### config.mk
export PLATFORM = sky130hd
export DESIGN_NAME = memory_access_unit
export DESIGN_NICKNAME = d
export VERILOG_FILES = /design/src/rtl/multicore_pkg.sv /design/src/rtl/load_align.sv /design/src/rtl/memory_access_unit.sv
export SDC_FILE = /design/constraint.sdc
export NUM_CORES = 1
export LEC_CHECK = 0
export CAP_MARGIN = 10
export CORE_MARGIN = 10
export CORE_UTILIZATION = 35
export DETAILED_ROUTE_END_ITERATION = 7
export HOLD_SLACK_MARGIN = 0.15
export PLACE_DENSITY = 0.67
export SYNTH_ARGS = -nofsm -noshare
export SYNTH_HDL_FRONTEND = slang
export SYNTH_SLANG_ARGS = --single-unit
### constraint.sdc
create_clock -name i_aclk -period 6.85 [get_ports i_aclk]
set_input_delay 1.37 -clock i_aclk [delete_from_list [all_inputs] [get_ports i_aclk]]
set_output_delay 1.37 -clock i_aclk [all_outputs]
set_load 0.01 [all_outputs]
### src/rtl/multicore_pkg.sv
// Shared types and constants for the multicore pipeline: load/store size encodings,
// memory-access FSM states, write-back source select and an alignment helper.
package multicore_pkg;

  localparam int DATA_SIZE = 32;
  localparam int NUM_REGS  = 32;
  localparam int RDEST_W   = $clog2(NUM_REGS);

  typedef enum logic [2:0] {LB, LH, LW, LBU, LHU} t_ldop;
  typedef enum logic [1:0] {SB, SH, SW} t_sop;
  typedef enum logic [1:0] {ST_IDLE, ST_REQ, ST_RSP} t_ma_state;
  typedef enum logic [1:0] {MTR_ALU = 2'b00, MTR_MEM = 2'b01, MTR_PC4 = 2'b10} t_memtoreg;

  // Halfwords need an even address, words a 4-byte aligned one; bytes never fault.
  function automatic logic is_misaligned(input logic [1:0] off, input logic is_store,
                                         input t_ldop ldop, input t_sop sop);
    logic mis;
    mis = 1'b0;
    if (is_store) begin
      case (sop)
        SH:      mis = off[0];
        SW:      mis = |off;
        default: mis = 1'b0;
      endcase
    end else begin
      case (ldop)
        LH, LHU: mis = off[0];
        LW:      mis = |off;
        default: mis = 1'b0;
      endcase
    end
    return mis;
  endfunction

endpackage

### src/rtl/load_align.sv
// Selects the addressed byte/halfword out of a read word and sign- or zero-extends it.
module load_align
  import multicore_pkg::*;
(
  input  logic [DATA_SIZE-1:0] i_rdata,
  input  logic [1:0]           i_offset,
  input  t_ldop                i_ldop,
  output logic [DATA_SIZE-1:0] o_data
);

  logic [DATA_SIZE-1:0] shifted;

  // NOTE: every output of a combinational block gets a default first so no latch is inferred.
  always_comb begin
    shifted = i_rdata >> {i_offset, 3'b000};
    o_data  = shifted;
    case (i_ldop)
      LB:      o_data = {{(DATA_SIZE-8){shifted[7]}}, shifted[7:0]};
      LBU:     o_data = {{(DATA_SIZE-8){1'b0}}, shifted[7:0]};
      LH:      o_data = {{(DATA_SIZE-16){shifted[15]}}, shifted[15:0]};
      LHU:     o_data = {{(DATA_SIZE-16){1'b0}}, shifted[15:0]};
      default: o_data = shifted;
    endcase
  end

endmodule

### src/rtl/memory_access_unit.sv
// MA pipeline stage: EX/MA register, req/gnt/rvalid data-memory master, store lane
// alignment, load extension and the MA/WB register feeding write-back.
module memory_access_unit
  import multicore_pkg::*;
(
  input  logic                 i_aclk,
  input  logic                 i_areset_n,
  input  logic                 i_en,
  input  logic                 i_flush,
  input  logic [DATA_SIZE-1:0] i_exe_calc,
  input  logic [DATA_SIZE-1:0] i_exe_wdata,
  input  logic [DATA_SIZE-1:0] i_pcplus4,
  input  logic [RDEST_W-1:0]   i_rdest,
  input  logic                 i_cu_regwrite,
  input  logic                 i_cu_memwrite,
  input  logic                 i_cu_memaccess,
  input  logic [1:0]           i_cu_memtoreg,
  input  t_ldop                i_ldop,
  input  t_sop                 i_sop,
  output logic                 o_dmem_req,
  output logic                 o_dmem_we,
  output logic [DATA_SIZE-1:0] o_dmem_addr,
  output logic [DATA_SIZE-1:0] o_dmem_wdata,
  output logic [3:0]           o_dmem_be,
  input  logic                 i_dmem_gnt,
  input  logic                 i_dmem_rvalid,
  input  logic [DATA_SIZE-1:0] i_dmem_rdata,
  output logic                 o_stall,
  output logic [DATA_SIZE-1:0] o_ma_op,
  output logic [DATA_SIZE-1:0] o_wb_alu,
  output logic [DATA_SIZE-1:0] o_wb_load,
  output logic [DATA_SIZE-1:0] o_wb_pcplus4,
  output logic [RDEST_W-1:0]   o_wb_rdest,
  output logic [1:0]           o_wb_memtoreg,
  output logic                 o_wb_regwrite,
  output logic                 o_misaligned
);

  t_ma_state            state_q, state_d;
  logic [DATA_SIZE-1:0] calc_q, wdata_q, pcplus4_q;
  logic [RDEST_W-1:0]   rdest_q;
  t_ldop                ldop_q;
  t_sop                 sop_q;
  logic                 regwrite_q, memwrite_q, memaccess_q, valid_q;
  logic [1:0]           memtoreg_q;

  logic [DATA_SIZE-1:0] wb_alu_q, wb_load_q, wb_pcplus4_q;
  logic [RDEST_W-1:0]   wb_rdest_q;
  logic [1:0]           wb_memtoreg_q;
  logic                 wb_regwrite_q, misaligned_q;

  logic                 capture, start_mem, rsp_done, ma_mis, wb_take_alu;
  logic [DATA_SIZE-1:0] load_data;

  assign o_stall     = (state_q == ST_REQ) | ((state_q == ST_RSP) & ~i_dmem_rvalid);
  assign o_dmem_req  = (state_q == ST_REQ);
  assign capture     = i_en & ~o_stall;
  // An aligned memory instruction goes straight to REQ on its capture edge.
  assign start_mem   = capture & i_cu_memaccess & ~i_flush &
                       ~is_misaligned(i_exe_calc[1:0], i_cu_memwrite, i_ldop, i_sop);
  assign rsp_done    = (state_q == ST_RSP) & i_dmem_rvalid;
  assign ma_mis      = memaccess_q & is_misaligned(calc_q[1:0], memwrite_q, ldop_q, sop_q);
  assign wb_take_alu = (state_q == ST_IDLE) & valid_q;

  // NOTE: sequential state is only ever assigned with <=, so every flop sees pre-edge values.
  always_ff @(posedge i_aclk or negedge i_areset_n) begin
    if (!i_areset_n) state_q <= ST_IDLE;
    else             state_q <= state_d;
  end

  always_comb begin
    state_d = state_q;
    case (state_q)
      ST_IDLE: if (start_mem) state_d = ST_REQ;
      ST_REQ:  if (i_dmem_gnt) state_d = ST_RSP;
      ST_RSP:  if (i_dmem_rvalid) state_d = start_mem ? ST_REQ : ST_IDLE;
      default: state_d = ST_IDLE;
    endcase
  end

  always_ff @(posedge i_aclk or negedge i_areset_n) begin
    if (!i_areset_n) begin
      regwrite_q  <= 1'b0;
      memwrite_q  <= 1'b0;
      memaccess_q <= 1'b0;
      memtoreg_q  <= MTR_ALU;
      valid_q     <= 1'b0;
    end else begin
      valid_q <= capture;
      if (capture) begin
        regwrite_q  <= i_cu_regwrite & ~i_flush;
        memwrite_q  <= i_cu_memwrite & ~i_flush;
        memaccess_q <= i_cu_memaccess & ~i_flush;
        memtoreg_q  <= i_cu_memtoreg;
      end
    end
  end

  // NOTE: pure datapath registers carry no reset; their control bits already qualify them.
  always_ff @(posedge i_aclk) begin
    if (capture) begin
      calc_q    <= i_exe_calc;
      wdata_q   <= i_exe_wdata;
      pcplus4_q <= i_pcplus4;
      rdest_q   <= i_rdest;
      ldop_q    <= i_ldop;
      sop_q     <= i_sop;
    end
  end

  assign o_dmem_we   = memwrite_q;
  assign o_dmem_addr = {calc_q[DATA_SIZE-1:2], 2'b00};
  assign o_ma_op     = (memtoreg_q == MTR_PC4) ? pcplus4_q : calc_q;

  always_comb begin
    o_dmem_be    = 4'b1111;
    o_dmem_wdata = wdata_q;
    if (memwrite_q) begin
      case (sop_q)
        SB: begin
          o_dmem_be    = 4'b0001 << calc_q[1:0];
          o_dmem_wdata = {4{wdata_q[7:0]}};
        end
        SH: begin
          o_dmem_be    = calc_q[1] ? 4'b1100 : 4'b0011;
          o_dmem_wdata = {2{wdata_q[15:0]}};
        end
        default: ;
      endcase
    end
  end

  load_align u_load_align (
    .i_rdata  (i_dmem_rdata),
    .i_offset (calc_q[1:0]),
    .i_ldop   (ldop_q),
    .o_data   (load_data)
  );

  // Anything other than a completed slot writes a bubble into WB.
  always_ff @(posedge i_aclk or negedge i_areset_n) begin
    if (!i_areset_n) begin
      wb_regwrite_q <= 1'b0;
      misaligned_q  <= 1'b0;
      wb_memtoreg_q <= MTR_ALU;
    end else begin
      wb_regwrite_q <= (wb_take_alu & regwrite_q & ~ma_mis) | (rsp_done & regwrite_q);
      misaligned_q  <= wb_take_alu & ma_mis;
      if (wb_take_alu | rsp_done) wb_memtoreg_q <= memtoreg_q;
    end
  end

  always_ff @(posedge i_aclk) begin
    if (wb_take_alu | rsp_done) begin
      wb_alu_q     <= calc_q;
      wb_pcplus4_q <= pcplus4_q;
      wb_rdest_q   <= rdest_q;
    end
    if (rsp_done) wb_load_q <= load_data;
  end

  assign o_wb_alu      = wb_alu_q;
  assign o_wb_load     = wb_load_q;
  assign o_wb_pcplus4  = wb_pcplus4_q;
  assign o_wb_rdest    = wb_rdest_q;
  assign o_wb_memtoreg = wb_memtoreg_q;
  assign o_wb_regwrite = wb_regwrite_q;
  assign o_misaligned  = misaligned_q;

endmodule

# [Yosys cells after proc, flatten, opt, wreduce, memory -nomap -nowiden]
# Cells that the tools add are included.
[word_totals] word_cells=87 reg_bits=219 output_inout_bits=208 inputBits=149
[op_classes] reduce_logical=8 n_mux=18 shifts=2 eq_ne=17 n_bitwise=23
[op_table] cell="$pmux 32 s4" count=1
[op_table] cell="$mux 32" count=2
[op_table] cell="$pmux 32 s2" count=1
[op_table] cell="$shr 32x5->32" count=1
[op_table] cell="$and 1x1->1" count=15
[op_table] cell="$eq 3x2->1 const B" count=3
[op_table] cell="$eq 2x2->1 const B" count=4
[op_table] cell="$mux 4" count=2
[op_table] cell="$pmux 1 s2" count=4
[op_table] cell="$pmux 4 s2" count=1
[op_table] cell="$reduce_or 2->1" count=4
[op_table] cell="$eq 2x1->1 const B" count=3
[op_table] cell="$eq 3x1->1 const B" count=2
[op_table] cell="$eq 3x3->1 const B" count=2
[op_table] cell="$mux 2" count=3
[op_table] cell="$pmux 2 s3" count=1
[op_table] cell="$not 1->1" count=5
[op_table] cell="$logic_not 2->1" count=2
[op_table] cell="$ne 2x2->1 const B" count=2
[op_table] cell="$shl 1x2->4 const A" count=1
[op_table] cell="$logic_not 3->1" count=1
[op_table] cell="$mux 1" count=3
[op_table] cell="$or 1x1->1" count=3
[op_table] cell="$reduce_and 3->1" count=1
[op_table] cell="$ne 2x1->1 const B" count=1

# [Longest topological paths before layout]
# Gate-level depths: netlist of run 1.
[logic_depth] ltp_word=11 ltp_mapped=7 depth_no_buf=6

# [Cells and area by module]
# From an unflattened synthesis of run 1, not the netlist that was laid out.
[unflattened] cells_unflattened=535 hier_area_um2=8814.7
[modules_own_cells] mod="memory_access_unit" seq_area_each_um2=6516.2 cells_each=422 area_each_um2=8051.5 instances=1
[modules_own_cells] mod="load_align" seq_area_each_um2=0.0 cells_each=113 area_each_um2=763.2 instances=1

# [Worst setup path after synthesis of run 1]
# OpenSTA, ideal clock, no wires.
[synth_path] path_type="input-to-reg" start="input i_dmem_rvalid" end="register wb_memtoreg_q[0], in the netlist o_wb_memtoreg[0]" t_arrival_ns=5.503 setup_slack_ns=1.264 required_ns=6.768 path_buffers=0 path_stages=3 setup_ns=0.082 cell_sequence="nand2_1 -> a21oi_1 -> mux2_2"
[synth_via] elab_chain_len=2
[synth_rtl] item="start: declaration" line_no="memory_access_unit.sv:26" source="input logic i_dmem_rvalid,"
[synth_rtl] item="$and 1x1->1" line_no="memory_access_unit.sv:61" source="assign rsp_done = (state_q == ST_RSP) & i_dmem_rvalid;"
[synth_rtl] item="$or 1x1->1" line_no="memory_access_unit.sv:149" source="if (wb_take_alu | rsp_done) wb_memtoreg_q <= memtoreg_q;"
[synth_rtl] item="end signal: assignment" line_no="memory_access_unit.sv:149"
[synth_rtl] item="end: declaration" line_no="memory_access_unit.sv:49" source="logic [1:0] wb_memtoreg_q;"
# Every way passes these cells.
# A chain may end at the register's enable or synchronous reset.

# [Worst setup path after layout of run 1]
[layout_path] start="register sop_q[1]" end="output o_dmem_wdata[12]"
[layout_via] elab_chain_len=3 word_cells_on_any_way=4 cone_classes="eq/ne: 1; mux: 2; reduce/logical: 1"
[layout_rtl] item="start: declaration" line_no="memory_access_unit.sv:43" source="t_sop sop_q;"
[layout_rtl] item="start signal: assignment" line_no="memory_access_unit.sv:107" source="sop_q <= i_sop;"
[layout_rtl] item="$eq 2x1->1 / $logic_not 2->1 (equally long branches)" line_no="memory_access_unit.sv:119" source="case (sop_q)"
[layout_rtl] item="$pmux 32 s2 (*)" line_no="memory_access_unit.sv:119"
[layout_rtl] item="$mux 32 (*)" line_no="memory_access_unit.sv:118" source="if (memwrite_q) begin"
[layout_rtl] item="end: declaration" line_no="memory_access_unit.sv:23" source="output logic [DATA_SIZE-1:0] o_dmem_wdata,"
# Every way passes the cells marked *; elsewhere a longest branch is shown, timed or not.

==> flow_summary.ini, run 1 <==
[worst_setup_path]
cp_num_cells = 6
cp.required_ns = 5.48
rr_worst_depth = 5
critPathBufInv = 2
reg2reg_from = state_q[0]
crit_family = simple AND/OR/NAND/NOR gates
path_cells = clkinv_1 -> ha_1 -> and2_1 -> nand2b_1 -> a22o_1 -> clkdlybuf4s50_1
worstSetupStartpointType = flip-flop
worstSetupPathType = flip-flop to primary output
arrival_ns = 3.16
crit_fanout = 11
slowest_delay_ns = 0.49
end_kind = primary output
timing.rr.end = pcplus4_q[29]
cp_slowest_cell = clkdlybuf4s50_1
rrSetupSlack_ns = 4.15

[power_and_ir_drop]
cellPowerDensity_nw_per_um2 = 296
ir_drop_mv = 0.153
power.leakage_uw = 0.00476

[drt]
detail_route.first_pass.iterations = 5
vias_per_cell = 4.74
ant_nets = 0
avgRoutedWirePerCell_um = 21.9
drt_iter0_markers = 324
vias = 5658
routed_wl_um = 26100
drc = 0

[sta]
clock_skew_ns = 0.0165
drv_slew = 0
whs_ns = 0.418
clock.fmax_mhz = 221
slew_headroom = 0.287
fin_crit_ns = 4.53
setup_tns_ns = 0
hold_viol = 0
period_share = 0.661
worst_pin_slew_ns = 1.07
rsz0062_at_grt = false
setup_viol = 0

[synthesis]
ys_types = 43
synthTopCellsByArea = edfxtp_1 (71%), mux2_2 (5.3%), buf_4 (3.7%)
synth_top_area_share = 0.709
ys_ff_latch = 219
ys_top_cells_by_count = edfxtp_1 (207), buf_4 (43), mux2_2 (41), nand2_1 (30), o21ai_0 (28)
synth-xor-area-share = 0.00200
synth_ff_type = edfxtp_1
yosysWarnings = 0
synthAdderAreaFrac = 0.00714
ys_seq_area_frac = 0.744
synth_compound_area_frac = 0.0807
synthCells = 526
synth_area_per_cell_um2 = 16.7
synth_area_um2 = 8760
synth_edf_count = 207
synth.most_common_cell = edfxtp_1
synth_top_family_by_area = compound AO/OA/AOI/OAI gates
synthSimpleGateAreaFrac = 0.0406
yosysTopAreaCell = edfxtp_1
ys_async_sr_fraction = 0.0548
muxShareOfSynthArea = 0.0758

[clocking]
post-cts-setup-buffer-count = 0
h-tree-depth = 1
ctsHoldBuffers = 0
path_clk_slew_ns = 0.06
clk_latency_ns = 0.51
cts_buffers = 24
clk_path_buf_depth = 3
numClockSinks = 219
root_buffer = clkbuf_16
cts_tree = yes
cts_resized = 0

[die]
core-area_um2 = 24500
io_pins = 357
row_count = 57
initial_core_util = 0.358
die_y_um = 178
die-area_um2 = 31800
die_w_um = 178

[job]
timing.max_cap.violations = 0

[placed_design]
port_buffers = 354
dp_cells = 1149
dpl-instance-area_um2 = 12400
place_hpwl_um = 19800
place_congestion = 0.850

[outcome]
outcome = completed

[hold_path]
hp-start = rdest_q[2]
worstHoldEndpoint = o_wb_rdest[2]
hold_depth = 0
hold_class = flip-flop to flip-flop

[layout]
syn2layout_area_growth_pct = 50.2
diodes = 0
fin_util = 0.538
final_area_um2 = 13200
fin_cells = 1194
drive_gt1_frac = 0.0977
nNetsFinal = 1006

[global_routing]
antenna_found_initial = 0
grt_overflow_total = 0
grt_usage = 0.153
grt_pass1_wl_um = 37000
grt_max_degree = 73
grt_pass1_vias = 5805
[sequential cells by signal (all words and copies together), names as in the netlist, 3 cells and up]
register and count:
calc_q 32, ldop_q 3, o_wb_rdest 5, rdest_q 5, o_wb_load 32, pcplus4_q 32, o_wb_pcplus4 32, o_wb_alu 32
wdata_q 32
[cells in the final DEF (no fill, tap or decap), types with 4 or more instances in the layout]
master,netlist,routed
a22o_1,24,24
ha_1,5,5
buf_4,43,6
a21o_1,8,8
inv_1,7,6
clkdlybuf4s50_1,0,354
clkbuf_1,10,9
mux2i_1,18,18
clkbuf_16,0,24
nor2b_1,13,12
nand2_1,30,30
a21oi_1,12,11
o21ai_0,28,27
clkinv_1,1,5
o21a_1,4,4
edfxtp_1,207,207
mux2_2,41,41
nand2b_1,8,8
dfrtp_1,12,12
a211oi_1,7,7
nor2_1,8,7
o2bb2ai_1,7,7
[cell type report]
class                   count  area [um^2]
multi-input cells         239         1840
repair buffers            360         3590
clock buffers              34          648
flip-flops and latches    219         6520
fillers                  2018        11300
clock inverters            10          131
inverters                   8         32.5
well taps                 324          405
[where the power goes]
part	switching, uW	internal [uW]	leakage [uW]
Combinational	400	462	0.00225
Sequential	77.4	1680	0.00213
Clock	505	771	0.000377
[cell families after synthesis]
kind of cell    after synthesis
flops                       219
compound gates              100
simple gates                 69
buf+inv                      69
mux                          61
fa+ha+maj                     5
xor+xnor                      2
other cells                   1
[worst max-delay path by stage]
stage	startpoint	endpoint	slack, ns
4_1_cts	sop_q[1]	o_dmem_wdata[31]	2.00
5_1_grt	sop_q[1]	o_dmem_wdata[12]	2.12
6_report	sop_q[1]	o_dmem_wdata[12]	2.32
3_3_place_gp	sop_q[1]	o_dmem_wdata[28]	2.74
3_5_place_dp	sop_q[1]	o_dmem_wdata[31]	2.56
2_1_floorplan	i_dmem_rvalid	o_wb_memtoreg[0]	1.26
[per-stage QoR]
step                setup slack (ns)  total power [uW]
floorplan                       1.26              2150
global placement                2.74              2660
detailed placement              2.56              2660
CTS                             2.00              3950
global route                    2.12              4060
finish                          2.32              3900
[per-layer routing]
metal | up-vias | global-route usage | routed length, um
li1 | 2634 | - | -
met1 | 2696 | 0.172 | 9670
met2 | 291 | 0.264 | 12800
met3 | 37 | 0.0594 | 3040
met4 | 0 | 0.0465 | 641
met5 | - | 0 | 0
Power figures use the tool's default switching activity.
==> inputs of run 2 (changes only) <==
==> constraint.sdc (replaced) <==
create_clock -name i_aclk -period 4.5 [get_ports i_aclk]
set_input_delay 0.9 -clock i_aclk [delete_from_list [all_inputs] [get_ports i_aclk]]
set_output_delay 0.9 -clock i_aclk [all_outputs]
set_load 0.01 [all_outputs]
==> run 2 against run 1 <==
Net effect: clock-buffer cell count decreased by 5; highest routed layer unchanged; global-route usage is essentially flat; non-clock buffer count increased by 1; cell count grew 0.17%; final area decreased by 0.20%; die area stayed put; critical path depth stayed put; setup slack worse by 1.7 ns; combinational power up 53%.
==> flow_summary.ini, run 2 (synthesized netlist as in run 1, its figures left out) <==
[outcome]
outcome = completed

[sta]
setup_tns_ns = 0
setup_viol = 0
slew_headroom = 0.533
drv_slew = 0
clock_skew_ns = 0.00742
period_share = 0.858
worst_pin_slew_ns = 0.698
hold_viol = 0
rsz0062_at_grt = false
clock.fmax_mhz = 259
fin_crit_ns = 3.86

[drt]
drt_iter0_markers = 285
routed_wl_um = 26300
ant_nets = 0
drc = 0
avgRoutedWirePerCell_um = 22.0
vias = 5660
vias_per_cell = 4.73
detail_route.first_pass.iterations = 5

[clocking]
post-cts-setup-buffer-count = 0
cts_resized = 0
clk_latency_ns = 0.52
cts_buffers = 25
h-tree-depth = 1
numClockSinks = 219
root_buffer = clkbuf_16
path_clk_slew_ns = 0.06
ctsHoldBuffers = 0
clk_path_buf_depth = 3
cts_tree = yes

[layout]
drive_gt1_frac = 0.0976
final-seq-area_um2 = 6520
nNetsFinal = 1008
fin_cells = 1196
fillers = 1990
multiInputGateArea_um2 = 1840
layout_common_cells = clkdlybuf4s50_1 (354), edfxtp_1 (207), mux2_2 (41)
syn2layout_area_growth_pct = 49.9
final_common_cell = clkdlybuf4s50_1

[worst_setup_path]
worstSetupPathType = flip-flop to primary output
crit_fanout = 11
worstSetupStartpointType = flip-flop
arrival_ns = 2.96
path_cells = clkinv_1 -> ha_1 -> and2_1 -> nand2b_1 -> a22o_1 -> clkdlybuf4s50_1
cp_slowest_cell = clkdlybuf4s50_1
end_kind = primary output
slowest_delay_ns = 0.49
crit_family = buffers and inverters
cp.required_ns = 3.60
critPathBufInv = 2

[global_routing]
grt_max_degree = 72
antenna_found_initial = 2
grt_pass1_wl_um = 36900
grt_usage = 0.154
grt_pass1_vias = 5874
grt_overflow_total = 0

[die]
core-area_um2 = 24500
row_count = 57
die-area_um2 = 31800
die_y_um = 178
die_w_um = 178
initial_core_util = 0.358
io_pins = 357

[placed_design]
place_congestion = 0.816
port_buffers = 354
place_hpwl_um = 20100
dp_cells = 1151

[job]
timing.max_cap.violations = 0

[power_and_ir_drop]
ir_drop_mv = 0.305
power.leakage_uw = 0.00475
cellPowerDensity_nw_per_um2 = 441

[hold_path]
hold_class = flip-flop to flip-flop
[run 2: cell types whose count changed in the layout (fill, tap and decap cells not counted), sizes merged]
cell	delta
clkinv	+7
clkbuf	-5
bufinv	-3
buf	+1
diode	+1
inv	+1
[run 2: worst paths after layout]
path                       startpoint          endpoint  slack (ns)  cells past startpoint
max                          sop_q[1]   o_dmem_wdata[8]        0.64                      6
min                        rdest_q[2]     o_wb_rdest[2]        0.42                      0
max reg2reg                state_q[0]         calc_q[8]        2.18                      5
min reg2reg                rdest_q[2]     o_wb_rdest[2]        0.42                      0
max in group asynchronous  i_areset_n  o_wb_memtoreg[0]        3.42                      1
min in group asynchronous  i_areset_n     o_wb_regwrite        0.72                      1
[run 2: routing by layer]
| layer | vias up | part of all wire | global-route usage |
|---|---|---|---|
| li1 | 2634 | - | - |
| met5 | - | 0 | 0 |
| met1 | 2717 | 0.37 | 0.172 |
| met2 | 276 | 0.51 | 0.270 |
| met4 | 0 | 0.015 | 0.0355 |
| met3 | 33 | 0.11 | 0.0590 |
[run 2: final cells by class]
type / instances / share of cell area
antenna: 1 / 0.000191
timing repair buffer: 361 / 0.276
inverter: 8 / 0.00248
multi-input combinational: 239 / 0.140
sequential: 219 / 0.496
clock inverter: 15 / 0.00591
tap: 324 / 0.0309
clock buffer: 29 / 0.0488
[run 2: power breakdown]
| group | internal (uW) | total (uW) | switching (uW) |
|---|---|---|---|
| combinational | 715 | 1320 | 608 |
| sequential | 2560 | 2680 | 119 |
| clock | 1010 | 1790 | 777 |
| total | 4290 | 5790 | 1500 |
[run 2: stage by stage]
step                cell area, um^2  worst slack (ns)  total power [uW]   util  hold slack [ns]
global placement              12400              1.29              4050  0.507            0.402
CTS                           13100             0.608              5880  0.537            0.420
detailed placement            12400              1.20              4070  0.507            0.406
floorplan                      8770             0.765              3270      -            0.400
finish                        13100             0.641              5790  0.537            0.421
global route                  13100             0.428              6050  0.537            0.425
==> inputs of run 3 (changes only) <==
--- a/config.mk
+++ b/config.mk
@@ -14,3 +14,4 @@
 export SYNTH_ARGS = -nofsm -noshare
 export SYNTH_HDL_FRONTEND = slang
 export SYNTH_SLANG_ARGS = --single-unit
+export TNS_END_PERCENT = 50
==> results of run 3 <==
Same layout as run 2: the final DEF is identical, and so are final timing and power.
